### config.mk
export PLATFORM = sky130hd
export DESIGN_NAME = sd_spi_host
export DESIGN_NICKNAME = d
export VERILOG_FILES = /design/src/rtl/sd_spi_host.sv
export SDC_FILE = /design/constraint.sdc
export NUM_CORES = 1
export LEC_CHECK = 0
export CAP_MARGIN = 25
export CELL_PAD_IN_SITES_DETAIL_PLACEMENT = 0
export CELL_PAD_IN_SITES_GLOBAL_PLACEMENT = 2
export CORE_MARGIN = 2
export CORE_UTILIZATION = 35
export DETAILED_ROUTE_END_ITERATION = 6
export GPL_TIMING_DRIVEN = 0
export HOLD_SLACK_MARGIN = 0.15
export PLACE_DENSITY = 0.91
export SLEW_MARGIN = 10
export SYNTH_ARGS = -nofsm -noshare
export SYNTH_HDL_FRONTEND = slang
export SYNTH_SLANG_ARGS = --single-unit
### constraint.sdc
create_clock -name clk_sys -period 4.5 [get_ports clk_sys]
set_input_delay 1.35 -clock clk_sys [delete_from_list [all_inputs] [get_ports clk_sys]]
set_output_delay 1.35 -clock clk_sys [all_outputs]
set_load 0.01 [all_outputs]
### src/rtl/sd_spi_host.sv
`default_nettype none
// ============================================================================
// sd_spi_host : SPI-mode SD host running single-block CMD17 reads / CMD24 writes
// Rev 1.0
// ============================================================================
module sd_spi_host #(
  parameter int CLK_DIV       = 2,
  parameter int R1_POLL       = 8,
  parameter int TOKEN_TIMEOUT = 4096
) (
  input  logic        clk_sys,
  input  logic        reset,
  input  logic        start,
  input  logic        cmd_wr,
  input  logic [31:0] lba,
  output logic        busy,
  output logic        done,
  output logic [2:0]  err,
  output logic [8:0]  buff_addr,
  output logic [7:0]  buff_dout,
  output logic        buff_wr,
  input  logic [7:0]  buff_din,
  output logic        sck,
  output logic        mosi,
  input  logic        miso,
  output logic        ss
);
  localparam int DIV_W = $clog2(CLK_DIV) + 1;
  localparam logic [DIV_W-1:0] c_div_last = DIV_W'(CLK_DIV - 1);
  localparam logic [12:0]      c_r1_last  = 13'(R1_POLL - 1);
  localparam logic [12:0]      c_tok_last = 13'(TOKEN_TIMEOUT - 1);

  localparam logic [3:0] c_st_idle   = 4'd0;
  localparam logic [3:0] c_st_cmd    = 4'd1;
  localparam logic [3:0] c_st_r1     = 4'd2;
  localparam logic [3:0] c_st_rtoken = 4'd3;
  localparam logic [3:0] c_st_rdata  = 4'd4;
  localparam logic [3:0] c_st_rcrc   = 4'd5;
  localparam logic [3:0] c_st_wgap   = 4'd6;
  localparam logic [3:0] c_st_wtoken = 4'd7;
  localparam logic [3:0] c_st_wdata  = 4'd8;
  localparam logic [3:0] c_st_wcrc   = 4'd9;
  localparam logic [3:0] c_st_wresp  = 4'd10;
  localparam logic [3:0] c_st_wbusy  = 4'd11;
  localparam logic [3:0] c_st_finish = 4'd12;
  localparam logic [3:0] c_st_done   = 4'd13;

  logic [3:0]       r_state, w_state_next;
  logic             r_wr;
  logic [31:0]      r_lba;
  logic [8:0]       r_idx;
  logic [12:0]      r_cnt;
  logic [DIV_W-1:0] r_div;
  logic [2:0]       r_bit;
  logic [7:0]       r_tx, r_rx;
  logic             r_sck, r_mosi;
  logic [2:0]       r_err;
  logic [8:0]       r_buff_addr;
  logic [7:0]       r_buff_dout;
  logic             r_buff_wr;
  logic [7:0]       w_tx_next;
  logic             w_err_set;
  logic [2:0]       w_err_code;
  logic             w_run, w_byte_end, w_start_ok, w_load;

  assign w_start_ok = (r_state == c_st_idle) && start;
  assign w_run      = (r_state != c_st_idle) && (r_state != c_st_done);
  // End of the 8th high phase: next byte's low phase begins on this edge
  assign w_byte_end = w_run && r_sck && (r_div == c_div_last) && (r_bit == 3'd7);
  assign w_load     = w_start_ok || w_byte_end;

  always_ff @(posedge clk_sys) begin
    if (reset) r_state <= c_st_idle;
    else       r_state <= w_state_next;
  end

  always_comb begin
    w_state_next = r_state;
    w_tx_next    = 8'hFF;
    w_err_set    = 1'b0;
    w_err_code   = 3'd0;
    case (r_state)
      c_st_idle: if (start) begin
        w_state_next = c_st_cmd;
        w_tx_next    = cmd_wr ? 8'h58 : 8'h51;
      end
      c_st_cmd: if (w_byte_end) begin
        case (r_idx[2:0])
          3'd0:    w_tx_next = r_lba[31:24];
          3'd1:    w_tx_next = r_lba[23:16];
          3'd2:    w_tx_next = r_lba[15:8];
          3'd3:    w_tx_next = r_lba[7:0];
          default: w_tx_next = 8'hFF;
        endcase
        if (r_idx[2:0] == 3'd5) w_state_next = c_st_r1;
      end
      c_st_r1: if (w_byte_end) begin
        if (!r_rx[7]) begin
          if (r_rx == 8'h00) w_state_next = r_wr ? c_st_wgap : c_st_rtoken;
          else begin w_state_next = c_st_finish; w_err_set = 1'b1; w_err_code = 3'd2; end
        end else if (r_cnt == c_r1_last) begin
          w_state_next = c_st_finish; w_err_set = 1'b1; w_err_code = 3'd1;
        end
      end
      c_st_rtoken: if (w_byte_end) begin
        if (r_rx == 8'hFE) w_state_next = c_st_rdata;
        else if (r_rx != 8'hFF || r_cnt == c_tok_last) begin
          w_state_next = c_st_finish; w_err_set = 1'b1; w_err_code = 3'd3;
        end
      end
      c_st_rdata:  if (w_byte_end && r_idx == 9'd511) w_state_next = c_st_rcrc;
      c_st_rcrc:   if (w_byte_end && r_idx[0]) w_state_next = c_st_finish;
      c_st_wgap:   if (w_byte_end) begin w_state_next = c_st_wtoken; w_tx_next = 8'hFE; end
      c_st_wtoken: if (w_byte_end) begin w_state_next = c_st_wdata; w_tx_next = buff_din; end
      c_st_wdata: if (w_byte_end) begin
        if (r_idx == 9'd511) w_state_next = c_st_wcrc;
        else                 w_tx_next = buff_din;
      end
      c_st_wcrc:   if (w_byte_end && r_idx[0]) w_state_next = c_st_wresp;
      c_st_wresp: if (w_byte_end) begin
        if ((r_rx & 8'h1F) == 8'h05) w_state_next = c_st_wbusy;
        else begin w_state_next = c_st_finish; w_err_set = 1'b1; w_err_code = 3'd4; end
      end
      c_st_wbusy: if (w_byte_end) begin
        if (r_rx == 8'hFF) w_state_next = c_st_finish;
        else if (r_cnt == c_tok_last) begin
          w_state_next = c_st_finish; w_err_set = 1'b1; w_err_code = 3'd5;
        end
      end
      c_st_finish: if (w_byte_end) w_state_next = c_st_done;
      c_st_done:   w_state_next = c_st_idle;
      default:     w_state_next = c_st_idle;
    endcase
  end

  always_comb begin
    busy = (r_state != c_st_idle);
    done = (r_state == c_st_done);
    ss   = (r_state == c_st_idle) || (r_state == c_st_finish) || (r_state == c_st_done);
  end

  always_ff @(posedge clk_sys) begin
    if (reset) begin
      r_wr <= 1'b0; r_lba <= '0; r_idx <= '0; r_cnt <= '0;
      r_div <= '0; r_bit <= '0; r_tx <= 8'hFF; r_rx <= '0;
      r_sck <= 1'b0; r_mosi <= 1'b1; r_err <= '0;
      r_buff_addr <= '0; r_buff_dout <= '0; r_buff_wr <= 1'b0;
    end else begin
      r_buff_wr <= 1'b0;
      if (w_start_ok) begin
        r_wr  <= cmd_wr;
        r_lba <= lba;
        r_err <= 3'd0;
      end
      if (w_err_set) r_err <= w_err_code;

      if (w_state_next != r_state) begin
        r_idx <= '0;
        r_cnt <= '0;
      end else if (w_byte_end) begin
        r_idx <= r_idx + 9'd1;
        r_cnt <= r_cnt + 13'd1;
      end

      if (!w_run && !w_load) begin
        r_sck <= 1'b0; r_mosi <= 1'b1; r_div <= '0; r_bit <= '0;
      end else if (w_load) begin
        r_tx <= w_tx_next; r_mosi <= w_tx_next[7];
        r_sck <= 1'b0; r_div <= '0; r_bit <= '0;
      end else if (r_div == c_div_last) begin
        r_div <= '0;
        if (!r_sck) begin
          r_sck <= 1'b1;
          r_rx  <= {r_rx[6:0], miso};
        end else begin
          r_sck  <= 1'b0;
          r_bit  <= r_bit + 3'd1;
          r_tx   <= {r_tx[6:0], 1'b1};
          r_mosi <= r_tx[6];
        end
      end else begin
        r_div <= r_div + 1'b1;
      end

      // Write path: address leads the byte load so the sync RAM has data ready
      if (r_state == c_st_rdata && w_byte_end) begin
        r_buff_wr   <= 1'b1;
        r_buff_dout <= r_rx;
        r_buff_addr <= r_idx;
      end else if (w_state_next == c_st_wtoken && r_state != c_st_wtoken) begin
        r_buff_addr <= '0;
      end else if (w_byte_end && (r_state == c_st_wtoken ||
                   (r_state == c_st_wdata && r_idx != 9'd511))) begin
        r_buff_addr <= r_buff_addr + 9'd1;
      end
    end
  end

  assign err       = r_err;
  assign buff_addr = r_buff_addr;
  assign buff_dout = r_buff_dout;
  assign buff_wr   = r_buff_wr;
  assign sck       = r_sck;
  assign mosi      = r_mosi;

endmodule
`default_nettype wire

==> flow_summary.toml <==
[logic_synthesis]
synthesis.nets = 712
synthCells = 656
ys.flop_type = "dfxtp_1"
synth_edf_count = 0
yosys.cell_types.count = 67
yosys.area.top_type = "dfxtp_1"
yosysMostFrequentCell = "nand2_1"
ys_top_cells_by_count = "nand2_1, dfxtp_1, a21oi_1"
synth.cell_area_sq_um = 5250
synth-seq-cells = 102
ys_async_sr_fraction_pct = 0
netlist.area_leader.share_pct = 38.9
yosys_warnings = 0
synth_area_leaders = "dfxtp_1, nand2_1, a21oi_1, nor2_1, xor2_1"
syn_avg_cell_area_sq_um = 8.01
ys_seq_area_share_pct = 38.9

[detailed_routing]
routed_wl_mm = 15.9
ant_nets = 0
dr.pass1.iters = 6
vias = 5092
wire_per_inst_um = 17.2
drt_iter0_drc = 312
via_per_inst = 5.50
drc = 0

[global_routing]
grtUsageMet3_pct = 3.21
grt_max_degree = 20
grt.total_usage_pct = 19.9
top_usage_layer = "met2"
grt_use_met2_pct = 32.8
antenna_found_initial = 0
grt_pass1_vias = 4928
gr-total-overflow = 0
grt_pass1_wl_mm = 25.2
use_met1_pct = 25.7

[power_and_ir_drop]
p_comb_share_pct = 9.2
ir_worst_vdd_v = 0.000178
cell_internal_pwr_mw = 1.45
power_density_nw_per_um2 = 300
p_switching_uw = 498
pwr-share-clk_pct = 42.5
seqPwrFrac_pct = 48.3
leakage_nw = 2.40
sw_frac_of_total_pct = 25.5

[critical_path]
crit_buf_inv = 4
cp-end-kind = "output pin"
cpMaxStageDelayCell = "clkdlybuf4s50_1"
timing.rr.end = "r_idx[4]"
rr_startpoint = "r_bit[0]"
worst-path-stages = 6
crit_path_frequent_cell = "clkbuf_1"
cp_top_family = "buffers and inverters"
path_cells = "buf_6, clkbuf_1, clkbuf_1, or3_1, a21oi_1, clkdlybuf4s50_1"
crit_type = "reg2out"
slowest_delay_ns = 0.56
required_ns = 3.15
r2r_slack_ns = 1.33
reg2regPathDepth = 9
crit_arrival_ns = 2.46
crit_path_max_fanout = 10
start_kind = "flop"

[timing]
hold_viol_final = 0
clock.fmax_ghz = 0.262
fin_crit_sh_pct = 84.7
slew_headroom_pct = 45.1
drv_slew = 0
hold_slack_ns = 0.429
period_needed_ns = 3.81
grt_setup_unrepaired = "false"
tns_ns = 0
fin_ws_ns = 0.688
setup_viol = 0
fin_skew_ns = 0.0118
worst_pin_slew_ns = 0.824

[finish]
final_util_pct = 44.6
nets = 793
syn_to_final_growth_pct = 23.8
num_antenna_cells = 0
final_cell_area_sq_um = 6510
drive_gt1_share_pct = 6.87

[clocking]
cts_setup_buffers = 0
tritoncts = "done"
htree_levels = 3
clock_path_buffers = 2
ctsResizeCount = 0
hold_buffers = 0
cts-root-buf = "clkbuf_16"
cts_sinks = 102
cts_buffers = 9
clk_latency_ns = 0.36
path_clk_slew_ns = 0.07

[die]
rows = 44
coreArea_sq_um = 14600
ioPinCount = 71
dieArea_sq_um = 16000
start_util_pct = 36.0
die_height_um = 127
die_width_um = 127

[worst_hold_path]
holdPathEnd = "r_div[0]"
whs_path_depth = 1
min_from = "r_div[0]"
hold_class = "reg2reg"

[flow_run]
maxCapViolCount = 0

[outcome]
status = "completed"

[place]
place_area_sq_um = 6180
place_congestion = 0.898
portBuffers = 70
post-place-ws_ns = 1.00
hpwl_mm = 12.2
[per-layer routing]
layer | vias to the layer above | wire length, um
li1 | 2508 | -
met1 | 2374 | 7130
met2 | 178 | 7410
met3 | 32 | 895
met4 | 0 | 496
met5 | - | 0
[worst reg2reg max path: cells and delay by family (launching register included)]
| family | cells | cell delay, ns |
|---|---|---|
| AOI/OAI and AO/OA | 1 | 0.23 |
| adders and majority gates | 2 | 0.39 |
| buffers and inverters | 2 | 0.81 |
| DFF | 1 | 0.36 |
| and+or+nand+nor | 4 | 1.27 |
[cells in the final DEF, fill, tap and decap left out, types with 6 or more instances in the layout]
master             n
clkbuf_16          9
xor2_1            16
mux2i_1            9
nand2b_1           7
a31oi_1            9
inv_1             11
or3_1              7
dfxtp_1          102
clkbuf_1          33
nand3_1           13
nor3_1             6
a211oi_1          14
and3_1            15
o21ai_0           27
o211ai_1           7
xnor2_1            7
buf_2              8
nand4_1           11
a222oi_1           9
clkdlybuf4s50_1   70
nor2_1            63
nand2_1          115
ha_1              11
a21oi_1           70
a2111oi_2          6
[stage by stage]
stage,cells,total power [mW]
finish,926,1.95
global route,926,2.02
CTS,926,1.97
detailed placement,910,1.14
global placement,910,1.14
floorplan,656,1.06
[worst max path at each step]
stage,startpoint,endpoint,slack [ns]
4_1_cts,r_state[2],ss,0.69
2_1_floorplan,r_state[2],ss,1.77
3_3_place_gp,reset,r_state[2],1.05
6_report,r_state[2],ss,0.69
3_5_place_dp,reset,r_tx[3],1.00
5_1_grt,r_state[2],ss,0.58
[power groups by stage]
stage / Combinational (mW) / Clock [mW] / Sequential, mW
4_1_cts: 0.180 / 0.844 / 0.943
5_1_grt: 0.198 / 0.879 / 0.945
3_3_place_gp: 0.175 / 0 / 0.963
3_5_place_dp: 0.179 / 0 / 0.964
2_1_floorplan: 0.0984 / 0 / 0.960
6_report: 0.179 / 0.828 / 0.943
[state kept, by name (all words and copies together) (netlist names), 2 cells and up]
name       flops
buff_addr      9
buff_dout      8
err            3
r_bit          3
r_cnt         13
r_div          2
r_idx          9
r_lba         32
r_rx           8
r_state        4
r_tx           7
[layout make-up]
type	instances	area, sq um
Fill cell	1504	8080
Multi-Input combinational cell	494	2940
Sequential cell	102	2040
Timing Repair Buffer	70	701
Buffer	49	231
Tap cell	184	230
Clock buffer	9	225
Clock inverter	7	96.3
Inverter	11	41.3
[cells by family after synthesis]
kind of cell / after synthesis / share of synthesized area [%]
AND/OR/NAND/NOR: 267 / 24.2
AO/OA/AOI/OAI: 181 / 22.9
flip-flops: 102 / 38.9
buffers and inverters: 60 / 5.19
XOR/XNOR: 23 / 3.83
multiplexers: 12 / 2.36
adder cells (fa/ha/maj): 11 / 2.62
Power figures use the tool's default switching activity.
